[src/rtl/argmax_scan_unit.sv]
// Handshaked argmax classifier: snapshots one score vector, scans one class per
// cycle and reports winning index, winning score, runner-up score and margin.
module argmax_scan_unit #(
  parameter int NUM_CLASSES = 10,
  parameter int DATA_W      = 16,
  parameter bit SIGNED      = 1'b0,
  parameter bit TIE_LAST    = 1'b1,
  localparam int IDX_W      = (NUM_CLASSES > 1) ? $clog2(NUM_CLASSES) : 1
) (
  input  logic                          clk,
  input  logic                          rst_n,
  input  logic                          in_valid,
  output logic                          in_ready,
  input  logic [NUM_CLASSES*DATA_W-1:0] in_vec,
  output logic                          out_valid,
  input  logic                          out_ready,
  output logic [IDX_W-1:0]              out_index,
  output logic [DATA_W-1:0]             out_max,
  output logic [DATA_W-1:0]             out_second,
  output logic [DATA_W-1:0]             out_margin,
  output logic                          busy
);

  typedef enum logic [1:0] {
    IDLE = 2'd0,
    SCAN = 2'd1,
    HOLD = 2'd2
  } state_t;

  localparam logic [IDX_W-1:0]  LAST_IDX = IDX_W'(NUM_CLASSES - 1);
  localparam logic [DATA_W-1:0] MIN_VAL  = {SIGNED, {(DATA_W-1){1'b0}}};

  state_t state, state_nx;

  logic [DATA_W-1:0] vec_q [NUM_CLASSES];
  logic [DATA_W-1:0] best, second;
  logic [IDX_W-1:0]  best_idx, cnt;

  logic              accept, load_out, win, beats_second;
  logic [DATA_W-1:0] elem, best_nx, second_nx, fin_best, fin_second, margin_nx;
  logic [IDX_W-1:0]  idx_nx, fin_idx;
  logic signed [DATA_W:0] diff;

  // One extra bit lets a single signed compare serve both score encodings.
  function automatic logic signed [DATA_W:0] ext(input logic [DATA_W-1:0] v);
    return SIGNED ? {v[DATA_W-1], v} : {1'b0, v};
  endfunction

  always_ff @(posedge clk or negedge rst_n) begin
    if (!rst_n) state <= IDLE;
    else        state <= state_nx;
  end

  // NOTE: every signal written here gets a default first, so no latch is inferred.
  always_comb begin
    state_nx  = state;
    in_ready  = 1'b0;
    out_valid = 1'b0;
    busy      = 1'b1;
    accept    = 1'b0;
    load_out  = 1'b0;
    unique case (state)
      IDLE: begin
        in_ready = 1'b1;
        busy     = 1'b0;
        if (in_valid) begin
          accept   = 1'b1;
          load_out = (NUM_CLASSES == 1);
          state_nx = (NUM_CLASSES == 1) ? HOLD : SCAN;
        end
      end
      SCAN: begin
        if (cnt == LAST_IDX) begin
          load_out = 1'b1;
          state_nx = HOLD;
        end
      end
      HOLD: begin
        out_valid = 1'b1;
        if (out_ready) state_nx = IDLE;
      end
      default: state_nx = IDLE;
    endcase
  end

  always_comb begin
    elem         = vec_q[cnt];
    win          = TIE_LAST ? (ext(elem) >= ext(best))   : (ext(elem) > ext(best));
    beats_second = TIE_LAST ? (ext(elem) >= ext(second)) : (ext(elem) > ext(second));
    best_nx      = best;
    second_nx    = second;
    idx_nx       = best_idx;
    if (win) begin
      second_nx = best;
      best_nx   = elem;
      idx_nx    = cnt;
    end else if (beats_second) begin
      second_nx = elem;
    end

    // A single-class vector completes on the acceptance edge itself.
    if (state == IDLE) begin
      fin_best   = in_vec[DATA_W-1:0];
      fin_second = MIN_VAL;
      fin_idx    = '0;
    end else begin
      fin_best   = best_nx;
      fin_second = second_nx;
      fin_idx    = idx_nx;
    end

    diff      = ext(fin_best) - ext(fin_second);
    margin_nx = diff[DATA_W] ? '1 : diff[DATA_W-1:0];
  end

  // NOTE: the snapshot is a plain storage array and carries no reset; nothing
  // reads it before an acceptance has written every entry.
  always_ff @(posedge clk) begin
    if (accept) begin
      for (int k = 0; k < NUM_CLASSES; k++) vec_q[k] <= in_vec[k*DATA_W +: DATA_W];
    end
  end

  // NOTE: sequential state uses non-blocking assignments so every register
  // samples pre-edge values regardless of statement order.
  always_ff @(posedge clk or negedge rst_n) begin
    if (!rst_n) begin
      best       <= '0;
      second     <= '0;
      best_idx   <= '0;
      cnt        <= '0;
      out_index  <= '0;
      out_max    <= '0;
      out_second <= '0;
      out_margin <= '0;
    end else begin
      if (accept) begin
        best     <= in_vec[DATA_W-1:0];
        second   <= MIN_VAL;
        best_idx <= '0;
        cnt      <= IDX_W'(1);
      end else if (state == SCAN) begin
        best     <= best_nx;
        second   <= second_nx;
        best_idx <= idx_nx;
        cnt      <= cnt + 1'b1;
      end
      if (load_out) begin
        out_index  <= fin_idx;
        out_max    <= fin_best;
        out_second <= fin_second;
        out_margin <= margin_nx;
      end
    end
  end

endmodule

[config.mk]
export PLATFORM = sky130hd
export DESIGN_NAME = argmax_scan_unit
export DESIGN_NICKNAME = d
export VERILOG_FILES = /design/src/rtl/argmax_scan_unit.sv
export SDC_FILE = /design/constraint.sdc
export NUM_CORES = 1
export LEC_CHECK = 0
export CAP_MARGIN = 10
export CORE_UTILIZATION = 50
export CTS_BUF_LIST = sky130_fd_sc_hd__clkbuf_4 sky130_fd_sc_hd__clkbuf_8
export CTS_CLUSTER_DIAMETER = 50
export CTS_CLUSTER_SIZE = 16
export DETAILED_ROUTE_END_ITERATION = 8
export GPL_ROUTABILITY_DRIVEN = 1
export PLACE_DENSITY = 0.82
export SYNTH_ARGS = -nofsm -noshare
export SYNTH_HDL_FRONTEND = slang
export SYNTH_SLANG_ARGS = --single-unit
[constraint.sdc]
create_clock -name clk -period 5.2 [get_ports clk]
set_input_delay 1.04 -clock clk [delete_from_list [all_inputs] [get_ports clk]]
set_output_delay 1.04 -clock clk [all_outputs]
set_load 0.02 [all_outputs]
==> qor.json <==
{
  "status": {
    "run_status": "finished with violations",
    "violations": "DRC"
  },
  "placement": {
    "placement.setup.worst_slack_ns": -0.0674,
    "post-dp-hpwl_um": 24700,
    "place.port_buffers": 218,
    "gpl.final_weighted_congestion": 0.907
  },
  "worst_setup_path": {
    "path_buf_inv": 6,
    "cpLargestDelayFamily": "compound AO/OA/AOI/OAI gates",
    "critical_path.max_stage_delay_ns": 0.53,
    "critical_path_required_ns": 5.71,
    "path_cells": "buf_4 -> clkbuf_16 -> buf_4 -> o211ai_1 -> nand2_1 -> ha_1 -> nand2_1 -> a21o_1 -> a31oi_1 -> a21o_2 -> buf_4 -> buf_4 -> a211oi_2 -> or3_1 -> ha_1 -> a21o_1 -> a31oi_2 -> a21oi_2 -> buf_4 -> o2111a_1 -> a211o_1 -> a21oi_1",
    "rrSetupSlack_ns": 0.10,
    "arrival_ns": 5.60,
    "beginning_of_the_critical_path": "cnt[0]$_DFFE_PN0P_",
    "crit_type": "reg -> reg",
    "worst_r2r_startpoint": "cnt[0]$_DFFE_PN0P_",
    "critical_path_s_most_frequent_cell": "sky130_fd_sc_hd__buf_4",
    "reg2regPathDepth": 22,
    "crit_path_end_kind": "flip-flop",
    "timing.critical_path.fanout_max": 12,
    "nature_of_the_critical_path_startpoint": "flip-flop",
    "reg2reg_to": "out_margin[15]$_DFFE_PN0P_",
    "critical-path-slowest-cell": "sky130_fd_sc_hd__dfrtp_4"
  },
  "worst_hold_path": {
    "hold_class": "reg -> reg",
    "min_delay_worst_endpoint": "out_margin[6]$_DFFE_PN0P_",
    "hold_path_startpoint": "out_margin[6]$_DFFE_PN0P_",
    "timing.hold.worst_path_depth": 2
  },
  "detailed_routing": {
    "post-route-drc-count": 2,
    "drtAntennaViolNets": 0,
    "drt_wl_total_um": 33400,
    "via_count": 9332,
    "number_of_design_rule_violations_left_by_the_first_detailed_router_iteration": 865,
    "detail_route.first_pass.iterations": 7,
    "drt-wirelength-per-cell_um": 20.9,
    "via_per_inst": 5.84
  },
  "clocking": {
    "cts_root_buf": "sky130_fd_sc_hd__clkbuf_8",
    "clock_latency_ns": 0.60,
    "clk_pin_slew_worst_paths_ns": 0.08,
    "clock_sink_count": 254,
    "cts_tree": "yes",
    "cts_inserted_buffers": 29,
    "htreeDepth": 1,
    "cts-root-to-sink-buffers": 3
  },
  "timing": {
    "holdWs_ns": 0.477,
    "slew_headroom_pct": 23.6,
    "clock.fmax_mhz": 196,
    "final_max_slew_viol_count": 0,
    "period_share_pct": 98.0,
    "final.setup_skew_ns": 0.0265,
    "fin_ws_ns": 0.104,
    "worst_max_slew_pin_slew_ns": 1.15,
    "timing.final.crit_period_ns": 5.10,
    "finalSetupViolCount": 0,
    "finalHoldViolations": 0
  },
  "cells_and_area": {
    "area.growth.synth_to_final_pct": 33.5,
    "fraction_of_layout_instances_using_a_drive_strength_above_1_pct": 19.9,
    "antenna_cells_inserted": 0,
    "final.fill_count": 1757,
    "layout.nets": 1468,
    "layout.area.seq_um2": 7160,
    "area_of_the_multi_input_gates_um2": 4920
  },
  "global_routing": {
    "use_met1_pct": 36.2,
    "top_usage_layer": "met2",
    "grt_ovf": 0,
    "grt_pass1_vias": 9218,
    "met2_usage_pct": 41.4,
    "pin_count_of_the_biggest_net_entering_global_routing": 83,
    "global_route_wire_length_before_repair_um": 51200,
    "grt.total_usage_pct": 26.3,
    "globalRouteMet3Util_pct": 4.60,
    "antenna_found_initial": 0
  },
  "synth": {
    "synth_seq_area_share_pct": 58.2,
    "yosys_most_used_dff": "sky130_fd_sc_hd__edfxtp_1",
    "postSynthNetCount": 1170,
    "synth.lib_cells_used.distinct": 61,
    "post_synth.cell_area_avg_um2": 12.9,
    "synth_top_cell_by_area": "sky130_fd_sc_hd__edfxtp_1",
    "ys_seq_elements": 254,
    "share_of_the_synthesized_area_in_the_top_cell_type_pct": 39.1,
    "postSynthCellCount": 955,
    "syn_area_um2": 12300,
    "synth-edff-count": 160,
    "syn_warnings": 0,
    "async_reset_ff_share_pct": 37.0,
    "ranking_of_synthesized_cells_by_area": "sky130_fd_sc_hd__edfxtp_1 39%, sky130_fd_sc_hd__dfrtp_1 19%, sky130_fd_sc_hd__ha_1 5.1%, sky130_fd_sc_hd__mux4_2 3.7%, sky130_fd_sc_hd__nand2_1 2.6%"
  },
  "floorplan": {
    "floorplan.die_area_um2": 25200,
    "coreArea_um2": 24200,
    "rows": 57,
    "die-width_um": 159,
    "num_io_pins": 219,
    "die_h_um": 159,
    "initial_core_util_pct": 50.7
  },
  "run": {
    "max_cap_viol_count": 0
  }
}
how the worst max path moves through the flow:
stage | to | slack [ns] | cells after the start
4_1_cts | out_margin[12]$_DFFE_PN0P_ | 0.01 | 19
6_report | out_margin[15]$_DFFE_PN0P_ | 0.10 | 22
3_5_place_dp | out_margin[14]$_DFFE_PN0P_ | -0.07 | 18
2_1_floorplan | out_margin[11]$_DFFE_PN0P_ | 0.13 | 20
3_3_place_gp | out_margin[14]$_DFFE_PN0P_ | 0.12 | 20
5_1_grt | out_margin[0]$_DFFE_PN0P_ | -0.05 | 19
cell usage after synthesis, types with 8 or more instances:
master and n:
sky130_fd_sc_hd__inv_1 39, sky130_fd_sc_hd__buf_2 16, sky130_fd_sc_hd__a221o_1 13, sky130_fd_sc_hd__a211oi_1 28, sky130_fd_sc_hd__or3_1 16, sky130_fd_sc_hd__a21o_1 12, sky130_fd_sc_hd__nand2b_1 22, sky130_fd_sc_hd__o32ai_1 17
sky130_fd_sc_hd__ha_1 50, sky130_fd_sc_hd__a31oi_1 14, sky130_fd_sc_hd__edfxtp_1 160, sky130_fd_sc_hd__o211ai_1 17, sky130_fd_sc_hd__o31ai_1 17, sky130_fd_sc_hd__mux4_2 20, sky130_fd_sc_hd__mux4_1 12, sky130_fd_sc_hd__clkbuf_1 31
sky130_fd_sc_hd__mux2i_1 16, sky130_fd_sc_hd__nand2_1 85, sky130_fd_sc_hd__o22ai_1 10, sky130_fd_sc_hd__dfrtp_1 94, sky130_fd_sc_hd__o21ai_0 33, sky130_fd_sc_hd__xnor2_1 8, sky130_fd_sc_hd__a211oi_2 15, sky130_fd_sc_hd__a22oi_1 16
sky130_fd_sc_hd__a21oi_1 39, sky130_fd_sc_hd__nor2_1 65
registers in the layout, indices dropped and copies added (netlist names):
signal and count:
best 16, best_idx 4, cnt 4, out_index 4, out_margin 16, out_max 16
out_second 16, second 16, state 2, vec_q 160
repair_timing:
action,in CTS,in global routing
cloned,0,2
setup endpoints to repair,15,16
setup buffers,2,10
resized for setup,8,42
pin swaps,2,10
hold buffers,0,0
cell type report:
| cell class | instances | area share, % |
|---|---|---|
| flip-flops and latches | 254 | 43.6 |
| multi-input cells | 604 | 29.9 |
| repair buffers | 325 | 19.0 |
| clock buffers | 31 | 2.52 |
| well taps | 324 | 2.47 |
| clock inverters | 22 | 1.57 |
| inverters | 39 | 0.922 |
per-stage QoR:
| stage | util (%) | area (µm²) | cells | TNS [ns] |
|---|---|---|---|---|
| CTS | 66.4 | 16100 | 1587 | 0 |
| finish | 67.7 | 16400 | 1599 | 0 |
| detailed placement | 63.4 | 15400 | 1532 | -0.475 |
| global route | 67.7 | 16400 | 1599 | -0.319 |
| global placement | 63.4 | 15400 | 1532 | 0 |
| floorplan | - | 12300 | 955 | 0 |
worst register-to-register path, delay by kind of cell (launching register included):
family	cells	cell delay [ns]
simple gates	3	0.70
compound gates	11	2.20
fa+ha+maj	2	0.61
buf+inv	6	0.96
flops	1	0.53
cell families (layout without fill, tap and decap cells):
family | Yosys count | count (layout) | synth area share (%)
adder cells (fa/ha/maj) | 51 | 51 | 5.25
buffers and inverters | 97 | 417 | 3.58
XOR/XNOR | 11 | 11 | 0.783
multiplexers | 50 | 50 | 7.77
AND/OR/NAND/NOR | 220 | 220 | 8.07
flip-flops | 254 | 254 | 58.2
AO/OA/AOI/OAI | 272 | 272 | 16.4
layout by cell type (no fill, tap or decap), types with 27 or more instances in the layout:
| master | n |
|---|---|
| sky130_fd_sc_hd__buf_4 | 97 |
| sky130_fd_sc_hd__clkbuf_8 | 29 |
| sky130_fd_sc_hd__edfxtp_1 | 160 |
| sky130_fd_sc_hd__a21oi_1 | 33 |
| sky130_fd_sc_hd__o21ai_0 | 27 |
| sky130_fd_sc_hd__clkdlybuf4s50_1 | 217 |
| sky130_fd_sc_hd__nor2_1 | 65 |
| sky130_fd_sc_hd__inv_1 | 38 |
| sky130_fd_sc_hd__nand2_1 | 80 |
| sky130_fd_sc_hd__dfrtp_1 | 93 |
| sky130_fd_sc_hd__ha_1 | 46 |
layer usage:
layer | vias up | wire length, µm
met5 | - | 0
met4 | 0 | 1340
met3 | 78 | 2500
met2 | 491 | 15600
met1 | 4477 | 13900
li1 | 4286 | -
Power is left out: the tool's default activity adds up to more than one toggle a clock period on the data nets, which glitch-free logic cannot reach.
